### src/rtl/stq_alloc_ctrl_if.sv
// Control bus between the store-queue pointer/allocation controller and rename, retire and drain.
// Defining STQ_ALLOC_PERF_EN adds the perf_full_stall counter output.
interface stq_alloc_ctrl_if #(
  parameter int BUF_COUNT = 64,
  parameter int PTR_W     = 6
);
  logic                 stallA;
  logic                 excpt;
  logic                 alloc0_req;
  logic                 alloc1_req;
  logic                 alloc_gnt;
  logic [PTR_W-1:0]     alloc0_idx;
  logic [PTR_W-1:0]     alloc1_idx;
  logic [BUF_COUNT-1:0] wrt0_en;
  logic [BUF_COUNT-1:0] wrt1_en;
  logic [1:0]           retire_cnt;
  logic [BUF_COUNT-1:0] passe_en;
  logic                 drain_vld;
  logic [PTR_W-1:0]     drain_idx;
  logic                 drain_ack;
  logic [BUF_COUNT-1:0] free_en;
  logic [PTR_W:0]       count;
  logic                 full;
  logic                 empty;
  logic                 err;
`ifdef STQ_ALLOC_PERF_EN
  logic [31:0]          perf_full_stall;
`endif

  modport master (
    input  stallA, excpt, alloc0_req, alloc1_req, retire_cnt, drain_ack,
    output alloc_gnt, alloc0_idx, alloc1_idx, wrt0_en, wrt1_en, passe_en,
    output drain_vld, drain_idx, free_en, count, full, empty, err
`ifdef STQ_ALLOC_PERF_EN
    , output perf_full_stall
`endif
  );

  modport slave (
    output stallA, excpt, alloc0_req, alloc1_req, retire_cnt, drain_ack,
    input  alloc_gnt, alloc0_idx, alloc1_idx, wrt0_en, wrt1_en, passe_en,
    input  drain_vld, drain_idx, free_en, count, full, empty, err
`ifdef STQ_ALLOC_PERF_EN
    , input perf_full_stall
`endif
  );
endinterface

### src/rtl/stq_alloc_ctrl.sv
// Store-queue alloc/retire/drain pointer controller driving the per-entry enable vectors.
// Defining STQ_ALLOC_PERF_EN adds a saturating count of capacity-stalled allocation cycles.
module stq_alloc_ctrl #(
  parameter int BUF_COUNT = 64,
  parameter int PTR_W     = 6
) (
  input  logic             clk,
  input  logic             rst,
  stq_alloc_ctrl_if.master bus
);
  localparam int            PW  = PTR_W + 1;
  localparam logic [PW-1:0] CAP = PW'(BUF_COUNT);

  logic [PW-1:0]        r_alloc_ptr;
  logic [PW-1:0]        r_retire_ptr;
  logic [PW-1:0]        r_drain_ptr;
  logic                 r_err;

  logic [PW-1:0]        w_count;
  logic [PW-1:0]        w_unret;
  logic [PW-1:0]        w_space;
  logic [1:0]           w_n;
  logic                 w_gnt;
  logic [PTR_W-1:0]     w_idx0;
  logic [PTR_W-1:0]     w_idx1;
  logic [1:0]           w_ret_req;
  logic [1:0]           w_ret_n;
  logic                 w_ret_ovf;
  logic [PW-1:0]        w_retire_nxt;
  logic [PW-1:0]        w_flush_len;
  logic                 w_drain_vld;
  logic                 w_drain_fire;
  logic [BUF_COUNT-1:0] w_wrt0;
  logic [BUF_COUNT-1:0] w_wrt1;
  logic [BUF_COUNT-1:0] w_passe;
  logic [BUF_COUNT-1:0] w_free;

  assign w_count      = r_alloc_ptr - r_drain_ptr;
  assign w_unret      = r_alloc_ptr - r_retire_ptr;
  assign w_space      = CAP - w_count;
  assign w_n          = {1'b0, bus.alloc0_req} + {1'b0, bus.alloc1_req};
  assign w_gnt        = (w_n != 2'd0) & ~bus.stallA & ~bus.excpt & (w_space >= PW'(w_n));
  assign w_idx0       = r_alloc_ptr[PTR_W-1:0];
  assign w_idx1       = r_alloc_ptr[PTR_W-1:0] + PTR_W'(bus.alloc0_req);
  assign w_ret_ovf    = (bus.retire_cnt == 2'd3) | (PW'(bus.retire_cnt) > w_unret);
  assign w_retire_nxt = r_retire_ptr + PW'(w_ret_n);
  assign w_flush_len  = r_alloc_ptr - w_retire_nxt;
  assign w_drain_vld  = (r_retire_ptr != r_drain_ptr);
  assign w_drain_fire = w_drain_vld & bus.drain_ack;

  // Retire request clamped to 2 and to the number of unretired entries
  always_comb begin
    w_ret_req = 2'd0;
    w_ret_n   = 2'd0;
    case (bus.retire_cnt)
      2'd3:    w_ret_req = 2'd2;
      default: w_ret_req = bus.retire_cnt;
    endcase
    if (PW'(w_ret_req) > w_unret) begin
      w_ret_n = w_unret[1:0];
    end else begin
      w_ret_n = w_ret_req;
    end
  end

  // Write, passe and free enables; the flush range [R', alloc) is measured from the post-retire pointer
  always_comb begin
    w_wrt0  = '0;
    w_wrt1  = '0;
    w_passe = '0;
    w_free  = '0;
    w_wrt0[w_idx0] = w_gnt & bus.alloc0_req;
    w_wrt1[w_idx1] = w_gnt & bus.alloc1_req;
    w_passe[r_retire_ptr[PTR_W-1:0]]         = (w_ret_n != 2'd0);
    w_passe[r_retire_ptr[PTR_W-1:0] + 1'b1]  = (w_ret_n == 2'd2);
    w_free[r_drain_ptr[PTR_W-1:0]]           = w_drain_fire;
    for (int i = 0; i < BUF_COUNT; i++) begin
      w_free[i] = w_free[i] | (bus.excpt &
                  ({1'b0, PTR_W'(i) - w_retire_nxt[PTR_W-1:0]} < w_flush_len));
    end
  end

  assign bus.alloc_gnt  = w_gnt & ~rst;
  assign bus.alloc0_idx = w_idx0;
  assign bus.alloc1_idx = w_idx1;
  assign bus.wrt0_en    = rst ? '0 : w_wrt0;
  assign bus.wrt1_en    = rst ? '0 : w_wrt1;
  assign bus.passe_en   = rst ? '0 : w_passe;
  assign bus.free_en    = rst ? '0 : w_free;
  assign bus.drain_vld  = w_drain_vld & ~rst;
  assign bus.drain_idx  = r_drain_ptr[PTR_W-1:0];
  assign bus.count      = w_count;
  assign bus.full       = (w_count == CAP);
  assign bus.empty      = (w_count == PW'(0));
  assign bus.err        = r_err;

  // Pointer state; an exception rewinds alloc to the post-retire pointer
  always_ff @(posedge clk or posedge rst) begin
    if (rst) begin
      r_alloc_ptr  <= PW'(0);
      r_retire_ptr <= PW'(0);
      r_drain_ptr  <= PW'(0);
      r_err        <= 1'b0;
    end else begin
      r_retire_ptr <= w_retire_nxt;
      r_drain_ptr  <= r_drain_ptr + PW'(w_drain_fire);
      r_err        <= r_err | w_ret_ovf;
      if (bus.excpt) begin
        r_alloc_ptr <= w_retire_nxt;
      end else if (w_gnt) begin
        r_alloc_ptr <= r_alloc_ptr + PW'(w_n);
      end else begin
        r_alloc_ptr <= r_alloc_ptr;
      end
    end
  end

`ifdef STQ_ALLOC_PERF_EN
  logic [31:0] r_perf;
  logic        w_stall_evt;

  assign w_stall_evt         = (w_n != 2'd0) & ~bus.stallA & ~bus.excpt & ~w_gnt;
  assign bus.perf_full_stall = r_perf;

  // Saturating count of cycles where allocation was refused for lack of space
  always_ff @(posedge clk or posedge rst) begin
    if (rst) begin
      r_perf <= 32'd0;
    end else if (w_stall_evt && (r_perf != 32'hFFFF_FFFF)) begin
      r_perf <= r_perf + 32'd1;
    end else begin
      r_perf <= r_perf;
    end
  end
`endif

endmodule
### src/flat_wrapper.sv
// flat-port wrapper written by rule: the top's interface ports become plain ports
module stq_alloc_ctrl_flat 
#(
  parameter int BUF_COUNT = 64,
  parameter int PTR_W     = 6
)
  (clk, rst, bus_stallA, bus_excpt, bus_alloc0_req, bus_alloc1_req, bus_retire_cnt, bus_drain_ack, bus_alloc_gnt, bus_alloc0_idx, bus_alloc1_idx, bus_wrt0_en, bus_wrt1_en, bus_passe_en, bus_drain_vld, bus_drain_idx, bus_free_en, bus_count, bus_full, bus_empty, bus_err);
  stq_alloc_ctrl_if #(.BUF_COUNT(BUF_COUNT), .PTR_W(PTR_W)) bus_i ();
  input  logic clk;
  input  logic rst;
  input wire logic [$bits(bus_i.stallA)-1:0] bus_stallA;
  input wire logic [$bits(bus_i.excpt)-1:0] bus_excpt;
  input wire logic [$bits(bus_i.alloc0_req)-1:0] bus_alloc0_req;
  input wire logic [$bits(bus_i.alloc1_req)-1:0] bus_alloc1_req;
  input wire logic [$bits(bus_i.retire_cnt)-1:0] bus_retire_cnt;
  input wire logic [$bits(bus_i.drain_ack)-1:0] bus_drain_ack;
  output wire logic [$bits(bus_i.alloc_gnt)-1:0] bus_alloc_gnt;
  output wire logic [$bits(bus_i.alloc0_idx)-1:0] bus_alloc0_idx;
  output wire logic [$bits(bus_i.alloc1_idx)-1:0] bus_alloc1_idx;
  output wire logic [$bits(bus_i.wrt0_en)-1:0] bus_wrt0_en;
  output wire logic [$bits(bus_i.wrt1_en)-1:0] bus_wrt1_en;
  output wire logic [$bits(bus_i.passe_en)-1:0] bus_passe_en;
  output wire logic [$bits(bus_i.drain_vld)-1:0] bus_drain_vld;
  output wire logic [$bits(bus_i.drain_idx)-1:0] bus_drain_idx;
  output wire logic [$bits(bus_i.free_en)-1:0] bus_free_en;
  output wire logic [$bits(bus_i.count)-1:0] bus_count;
  output wire logic [$bits(bus_i.full)-1:0] bus_full;
  output wire logic [$bits(bus_i.empty)-1:0] bus_empty;
  output wire logic [$bits(bus_i.err)-1:0] bus_err;
  assign bus_i.stallA = bus_stallA;
  assign bus_i.excpt = bus_excpt;
  assign bus_i.alloc0_req = bus_alloc0_req;
  assign bus_i.alloc1_req = bus_alloc1_req;
  assign bus_i.retire_cnt = bus_retire_cnt;
  assign bus_i.drain_ack = bus_drain_ack;
  assign bus_alloc_gnt = bus_i.alloc_gnt;
  assign bus_alloc0_idx = bus_i.alloc0_idx;
  assign bus_alloc1_idx = bus_i.alloc1_idx;
  assign bus_wrt0_en = bus_i.wrt0_en;
  assign bus_wrt1_en = bus_i.wrt1_en;
  assign bus_passe_en = bus_i.passe_en;
  assign bus_drain_vld = bus_i.drain_vld;
  assign bus_drain_idx = bus_i.drain_idx;
  assign bus_free_en = bus_i.free_en;
  assign bus_count = bus_i.count;
  assign bus_full = bus_i.full;
  assign bus_empty = bus_i.empty;
  assign bus_err = bus_i.err;
  stq_alloc_ctrl #(.BUF_COUNT(BUF_COUNT), .PTR_W(PTR_W)) u_core (.clk(clk), .rst(rst), .bus(bus_i));
endmodule
### config.mk
export PLATFORM = sky130hd
export DESIGN_NAME = stq_alloc_ctrl_flat
export DESIGN_NICKNAME = d
export VERILOG_FILES = /design/src/rtl/stq_alloc_ctrl_if.sv /design/src/rtl/stq_alloc_ctrl.sv /design/src/flat_wrapper.sv
export SDC_FILE = /design/constraint.sdc
export NUM_CORES = 1
export LEC_CHECK = 0
export CAP_MARGIN = 10
export CORE_MARGIN = 3
export CORE_UTILIZATION = 47
export CTS_CLUSTER_DIAMETER = 80
export DETAILED_ROUTE_END_ITERATION = 6
export PLACE_DENSITY = 0.8
export SETUP_SLACK_MARGIN = 0.02
export SKIP_LAST_GASP = 1
export SYNTH_ARGS = -nofsm -noshare
export SYNTH_HDL_FRONTEND = slang
export SYNTH_SLANG_ARGS = --single-unit
### constraint.sdc
create_clock -name clk -period 12.1 [get_ports clk]
set_input_delay 2.42 -clock clk [delete_from_list [all_inputs] [get_ports clk]]
set_output_delay 2.42 -clock clk [all_outputs]
set_load 0.005 [all_outputs]
==> metrics.md, run 1 <==
| Metric | Value |
|---|---|
| Status | finished clean |
| Metal2 WL | 19200 um |
| Final Skew | 0.00691 ns |
| Worst slew pin tran | about 1.2 ns |
| Crit end category | output port |
| Layout Nets | 1806 |
| Drt via density | around 6.6 |
| Synth top area cells | ha_1 9.4%, nand2_1 6.5%, dfrtp_1 5.6%, a21oi_1 5.5%, nor3_1 5.5% |
| Register area share after synthesis | 5.61% |
| Post-synth cell types | 90 |
| Hold WC Path Type | register to register |
| Share of the synthesized area in the top cell type | 9.43% |
| Drt initial violations | 1442 |
| Critical path fanouts, max | 16 |
| Setup Viol. Count Final | 0 |
| Layout cells sized above 1 | 5.18% |
| Max-cap viol count | 0 |
| DR vias | 13200 |
| Area Growth Syn to Fin | 31.9% |
| Met1 WL | 17500 um |
| Synth Flop Type | dfrtp_1 |
| Vias in the first global route | 11600 |
| Crit path from | bus_retire_cnt[1] |
| Worst Setup EP | bus_free_en[46] |
| WL final | between 40000 and 50000 um |
| RePlAce Congestion | approximately 1.0 |
| Fmax | 87.9 MHz |
| Initial antenna violation count | 0 |
| Resize count post-CTS | 0 |
| Cell taking the most area after synthesis | ha_1 |
| CTS tree | built |
| Largest net degree at the start of global routing | 48 |
| Hpwl dp | 32200 um |
| Setup TNS | 0 ns |
| Synthesized Nets | 1600 |
| R2r startpoint | u_core.r_retire_ptr[0]$_DFF_PP0_ |
| Tcrit/Tclk final | between 90% and 100% |
| Max Slew Vio Count | 0 |
| Most frequent cells in the layout | 294 x clkdlybuf4s50_1, 169 x nand2_1, 123 x nor2_1 |
| Drt wl/cell | between 20 and 25 um |
| Fillers | 1871 |
| Die X-Extent | 151 um |
| Highest Signal Layer | met4 |
| R2r setup slk | 6.72 ns |
| Die H | 151 um |
| Worst R2R End | u_core.r_retire_ptr[4]$_DFF_PP0_ |
| Final hold vios | 0 |
| Grt ovf | 0 |
| Yosys warning count | 0 |
| First-pass GRT wire length | about 65000 um |
| Min Tclk post-route | 11.38 ns |
| # DRC | 0 |
| Seq cells post-synth | 22 |
| Worst EP required | roughly 9.7 ns |
| Setup CP Type | primary input to output port |
| Arr. time, crit path | 8.96 ns |
| Row count | 52 |
| Clk root buf | clkbuf_16 |
| Unrepaired setup endpoints after global routing | false |
| Clock sinks | 22 |
| Clock-pin slew on the worst setup and hold paths | 0.07 ns |
| Gr usage total | 35.3% |
| Commonest non-fill, non-tap cell in the layout | clkdlybuf4s50_1 |
| Synth Area per Inst | approximately 6.5 sq um |
| R2r worst-path depth | 16 |
| Met3 WL | 4530 um |
| Initial Utilization | 48.2% |
| CP Launch Type | primary input |
| Buffer count from post-CTS setup fixing | 0 |
| Slew HR | 20.8% |
| Final antenna-violating net count | 0 |
| Post-synth EDFFs | 0 |
| # diodes | 0 |
| Area of the mapped netlist | 0.00982 sq mm |
| TritonCTS Buffers | 3 |
| Core area | 0.0204 sq mm |
| DRT Pass-1 Iters | 7 |
| Asr flop ratio synth | 100% |
| CTS Buffer Depth | 2 |
| Port Buffers | about 290 |
| Worst skew pair latency | 0.27 ns |
| Post-synthesis cell count | ~1500 |
| H-Tree Depth | 1 |
| IO Count | 295 |
| Die area | 0.0227 sq mm |
| Hold_buf cts | 0 |
==> metal layers <==
| metal | up-vias | global-route usage (%) |
|---|---|---|
| li1 | 6032 | - |
| met1 | 6135 | 48.8 |
| met2 | 893 | 55.7 |
| met3 | 122 | 4.67 |
| met4 | 0 | 13.8 |
| met5 | - | 0 |
==> critical path: stages <==
cell and delay, ns:
clkdlybuf4s50_1 0.55, inv_1 0.09, nand2_1 0.30, ha_1 0.22, nor2b_1 0.06, o21ai_0 0.65, a211oi_4 0.04, a21o_1 0.25
fa_1 0.52, buf_4 0.22, inv_1 0.12, ha_1 0.32, a221oi_4 0.39, nor3_1 0.10, nor2_1 0.17, xnor2_1 0.14
buf_4 0.25, ha_1 0.26, a21oi_1 0.31, maj3_1 0.24, o21ai_0 0.07, a31oi_1 0.46, a221o_1 0.29, clkdlybuf4s50_1 0.52
==> layout make-up <==
| class | count | area [sq um] | area share, % |
|---|---|---|---|
| Clock buffer | 3 | 75.1 | 0.580 |
| Clock inverter | 1 | 30.0 | 0.232 |
| Timing Repair Buffer | 327 | 3210 | 24.8 |
| Multi-Input combinational cell | 1283 | 8440 | 65.2 |
| Sequential cell | 22 | 551 | 4.25 |
| Tap cell | 270 | 338 | 2.61 |
| Inverter | 81 | 304 | 2.35 |
==> cells in the mapped netlist, drive strengths merged, types with 4 or more instances <==
master and count:
nand2 170, nor2 124, nor3 109, a21oi 108, clkbuf 87, o21ai 84, inv 76, ha 74
xnor2 64, nand3 58, or3 46, nor4 43, o22ai 40, a31oi 39, buf 39, a21o 32
maj3 31, a211oi 25, dfrtp 22, o211ai 21, o221ai 20, nand4 17, mux2i 16, and3 13
a211o 12, and2 11, o2bb2ai 11, nand2b 10, a2111oi 8, o32ai 8, o21a 6, o41ai 6
xor2 6, clkinv 5, fa 5, nor2b 5, o21bai 5, o311ai 5, mux2 4
==> worst min path at each step <==
stage	start	to	slack, ns	depth (start not counted)
after detailed placement	u_core.bus.err$_DFF_PP0_	u_core.bus.err$_DFF_PP0_	0.49	2
after floorplan	u_core.bus.err$_DFF_PP0_	u_core.bus.err$_DFF_PP0_	0.46	2
after CTS	u_core.bus.err$_DFF_PP0_	u_core.bus.err$_DFF_PP0_	0.51	2
final	u_core.bus.err$_DFF_PP0_	u_core.bus.err$_DFF_PP0_	0.50	2
after global routing	u_core.bus.err$_DFF_PP0_	u_core.bus.err$_DFF_PP0_	0.54	2
after global placement	u_core.bus.err$_DFF_PP0_	u_core.bus.err$_DFF_PP0_	0.46	2
==> flip-flops by register name, indices dropped and copies added (netlist names) <==
register and flops:
u_core.bus.err 1, u_core.r_retire_ptr 7, u_core.r_alloc_ptr 7, u_core.r_drain_ptr 7
==> metrics by stage <==
| stage | setup slack, ns | utilization [%] | instance area, sq um | std cells | hold WS, ns |
|---|---|---|---|---|---|
| floorplan | 1.49 | - | 9820 | 1512 | 0.463 |
| global placement | 1.05 | 62.9 | 12800 | 1982 | 0.461 |
| detailed placement | 0.906 | 62.9 | 12800 | 1982 | 0.493 |
| CTS | 0.853 | 63.4 | 12900 | 1986 | 0.510 |
| global route | 0.363 | 63.6 | 12900 | 1987 | 0.542 |
| finish | 0.719 | 63.6 | 12900 | 1987 | 0.501 |
==> cells by family after synthesis <==
group | after synthesis | share of synthesized area, %
compound gates | 461 | 31.9
xor+xnor | 73 | 7.35
fa+ha+maj | 110 | 13.7
buf+inv | 207 | 8.78
flops | 22 | 5.61
mux | 20 | 2.09
simple gates | 619 | 30.6
Power of run 1 is left out: the tool's default activity adds up to more than one toggle a clock period on the data nets, which glitch-free logic cannot reach.
==> run 2: changes to the inputs <==
--- a/config.mk
+++ b/config.mk
@@ -10,6 +10,7 @@
 export CORE_UTILIZATION = 47
 export CTS_CLUSTER_DIAMETER = 80
 export DETAILED_ROUTE_END_ITERATION = 6
+export MAX_ROUTING_LAYER = met4
 export PLACE_DENSITY = 0.8
 export SETUP_SLACK_MARGIN = 0.02
 export SKIP_LAST_GASP = 1
==> metrics.md, run 2 (synthesis gave the netlist of run 1 again) <==
| Metric | Value |
|---|---|
| Crit end category | output port |
| Die area | 0.0227 sq mm (unchanged) |
| Placement Cell Area | 0.0128 sq mm (unchanged) |
| Clock sinks | 22 (unchanged) |
| Layout Utilization | 63.6% (unchanged) |
| R2r worst-path depth | 20 (+4) |
| Hold Crit Depth | 2 (unchanged) |
| Area Growth Syn to Fin | 31.9% (unchanged) |
| First-pass GRT wire length | 64800 um (about the same) |
| Final Skew | 0.0102 ns (+0.00332 ns) |
| Arr. time, crit path | 9.07 ns (+0.11 ns) |
| Worst slew pin tran | 1.14 ns (-0.0403 ns) |
| Tcrit/Tclk final | 95.0% (+0.93 points) |
| Buf/Inv on CP | 6 (unchanged) |
| CP Depth | 25 (+4.2%) |
| Setup CP Type | primary input to output port |
| TritonCTS Buffers | 3 (unchanged) |
| Slowest stage cell, crit path | clkdlybuf4s50_1 |
| DR vias | 13100 (-0.59%) |
| CP Launch Type | primary input |
| Worst skew pair latency | 0.26 ns (about the same) |
| Layout cells sized above 1 | 5.18% (unchanged) |
| Max Slew Vio Count | 0 (unchanged) |
| Final hold vios | 0 (unchanged) |
| Die X-Extent | 151 um (unchanged) |
| Gr usage total | 36.4% (+1.1 points) |
| Worst path max stage delay | 0.56 ns (-0.09 ns) |
| Final antenna-violating net count | 0 (unchanged) |
| Clk root buf | clkbuf_16 |
| Buffer count from post-CTS setup fixing | 0 (unchanged) |
| Resize count post-CTS | 0 (unchanged) |
| # DRC | 0 (unchanged) |
| Unrepaired setup endpoints after global routing | false |
| Drt wl/cell | 21.7 um (+0.12%) |
| CTS tree | built |
| Port Buffers | 294 (unchanged) |
| # diodes | 0 (unchanged) |
| Min Tclk post-route | 11.49 ns (+0.112 ns) |
| Worst EP required | 9.68 ns (about the same) |
| Clock-pin slew on the worst setup and hold paths | 0.07 ns (about the same) |
| H-Tree Depth | 1 (unchanged) |
| Hold WC Path Type | register to register |
| Hold_buf cts | 0 (unchanged) |
| Slew HR | 23.5% (+2.7 points) |
| Drt via density | 6.59 (-0.59%) |
| IO Count | 295 (unchanged) |
| Layout Nets | 1806 (unchanged) |
| Commonest non-fill, non-tap cell in the layout | clkdlybuf4s50_1 |
| RePlAce Congestion | 1.02 (+1.0%) |
| Grt ovf | 0 (unchanged) |
| Initial antenna violation count | 0 (unchanged) |
| Top cell family by delay on the critical path | compound AO/OA/AOI/OAI gates |
| Critical path fanouts, max | 25 (+9) |
| Status | finished clean |
| WL final | 43200 um (+0.12%) |
| Die H | 151 um (unchanged) |
| DRT Pass-1 Iters | 7 (unchanged) |
| Drt initial violations | 1298 (-10%) |
| CTS Buffer Depth | 2 (unchanged) |
| Initial Utilization | 48.2% (unchanged) |
| Vias in the first global route | 11600 (-0.27%) |
| CP dominant cell by count | ha_1 |
| Design area | 0.0129 sq mm (unchanged) |
| Largest net degree at the start of global routing | 47 (-2.1%) |
| Hpwl dp | 32600 um (+1.2%) |
| Setup Viol. Count Final | 0 (unchanged) |
| Top Registers | u_core.r_alloc_ptr: 7 flops, u_core.r_drain_ptr: 7 flops, u_core.r_retire_ptr: 7 flops |
| Max-cap viol count | 0 (unchanged) |
| Fmax | 87.0 MHz (-0.98%) |
| Row count | 52 (unchanged) |
| Core area | 0.0204 sq mm (unchanged) |
| Setup TNS | 0 ns (unchanged) |
| Most frequent cells in the layout | 294 x clkdlybuf4s50_1, 169 x nand2_1, 123 x nor2_1 |
## run 2: cell counts in the layout (fill, tap and decap cells not counted)
No cell type changed its count.
## run 2: worst register-to-register path: stages, from the launching register on
cell,delay [ns]
dfrtp_1,0.83
ha_1,0.29
inv_1,0.06
fa_1,0.37
and2_1,0.18
o21a_1,0.24
o2111a_1,0.25
a21oi_1,0.14
nor4b_2,0.47
a41oi_1,0.21
buf_4,0.22
a21o_1,0.20
ha_1,0.29
a21oi_1,0.10
nor4_1,0.37
xnor2_2,0.16
buf_4,0.44
inv_2,0.09
buf_4,0.29
nor2_1,0.15
a31oi_1,0.07
## run 2: through the flow
stage | cells | hold slack, ns | setup WS (ns)
3_5_place_dp | 1982 | 0.469 | 0.805
3_3_place_gp | 1982 | 0.470 | 0.901
4_1_cts | 1986 | 0.485 | 0.798
2_1_floorplan | 1512 | 0.463 | 1.49
5_1_grt | 1987 | 0.528 | 0.214
6_report | 1987 | 0.481 | 0.606
## run 2: area by class of cell
type,count,area (sq um)
Clock inverter,1,30.0
Fill cell,1853,7420
Inverter,81,304
Timing Repair Buffer,327,3210
Multi-Input combinational cell,1283,8440
Clock buffer,3,75.1
Tap cell,270,338
Sequential cell,22,551
## run 2: routing by layer
| metal | vias up | routed length, um | track usage (%) |
|---|---|---|---|
| met5 | - | 0 | - |
| met4 | 0 | 2240 | 15.8 |
| met3 | 138 | 4340 | 4.18 |
| met2 | 887 | 19100 | 55.0 |
| met1 | 6044 | 17500 | 49.0 |
| li1 | 6035 | - | - |
## run 2: worst paths after layout
check	start	endpoint	slack, ns
worst max-delay path	bus_retire_cnt[1]	bus_free_en[24]	0.61
worst min-delay path	u_core.bus.err$_DFF_PP0_	u_core.bus.err$_DFF_PP0_	0.48
worst max register to register	u_core.r_retire_ptr[0]$_DFF_PP0_	u_core.r_alloc_ptr[5]$_DFFE_PP0P_	6.56
worst min register to register	u_core.bus.err$_DFF_PP0_	u_core.bus.err$_DFF_PP0_	0.48
max in group asynchronous	rst	u_core.r_retire_ptr[5]$_DFF_PP0_	8.81
min in group asynchronous	rst	u_core.r_alloc_ptr[2]$_DFFE_PP0P_	2.89
Power of run 2 is left out for the same reason.
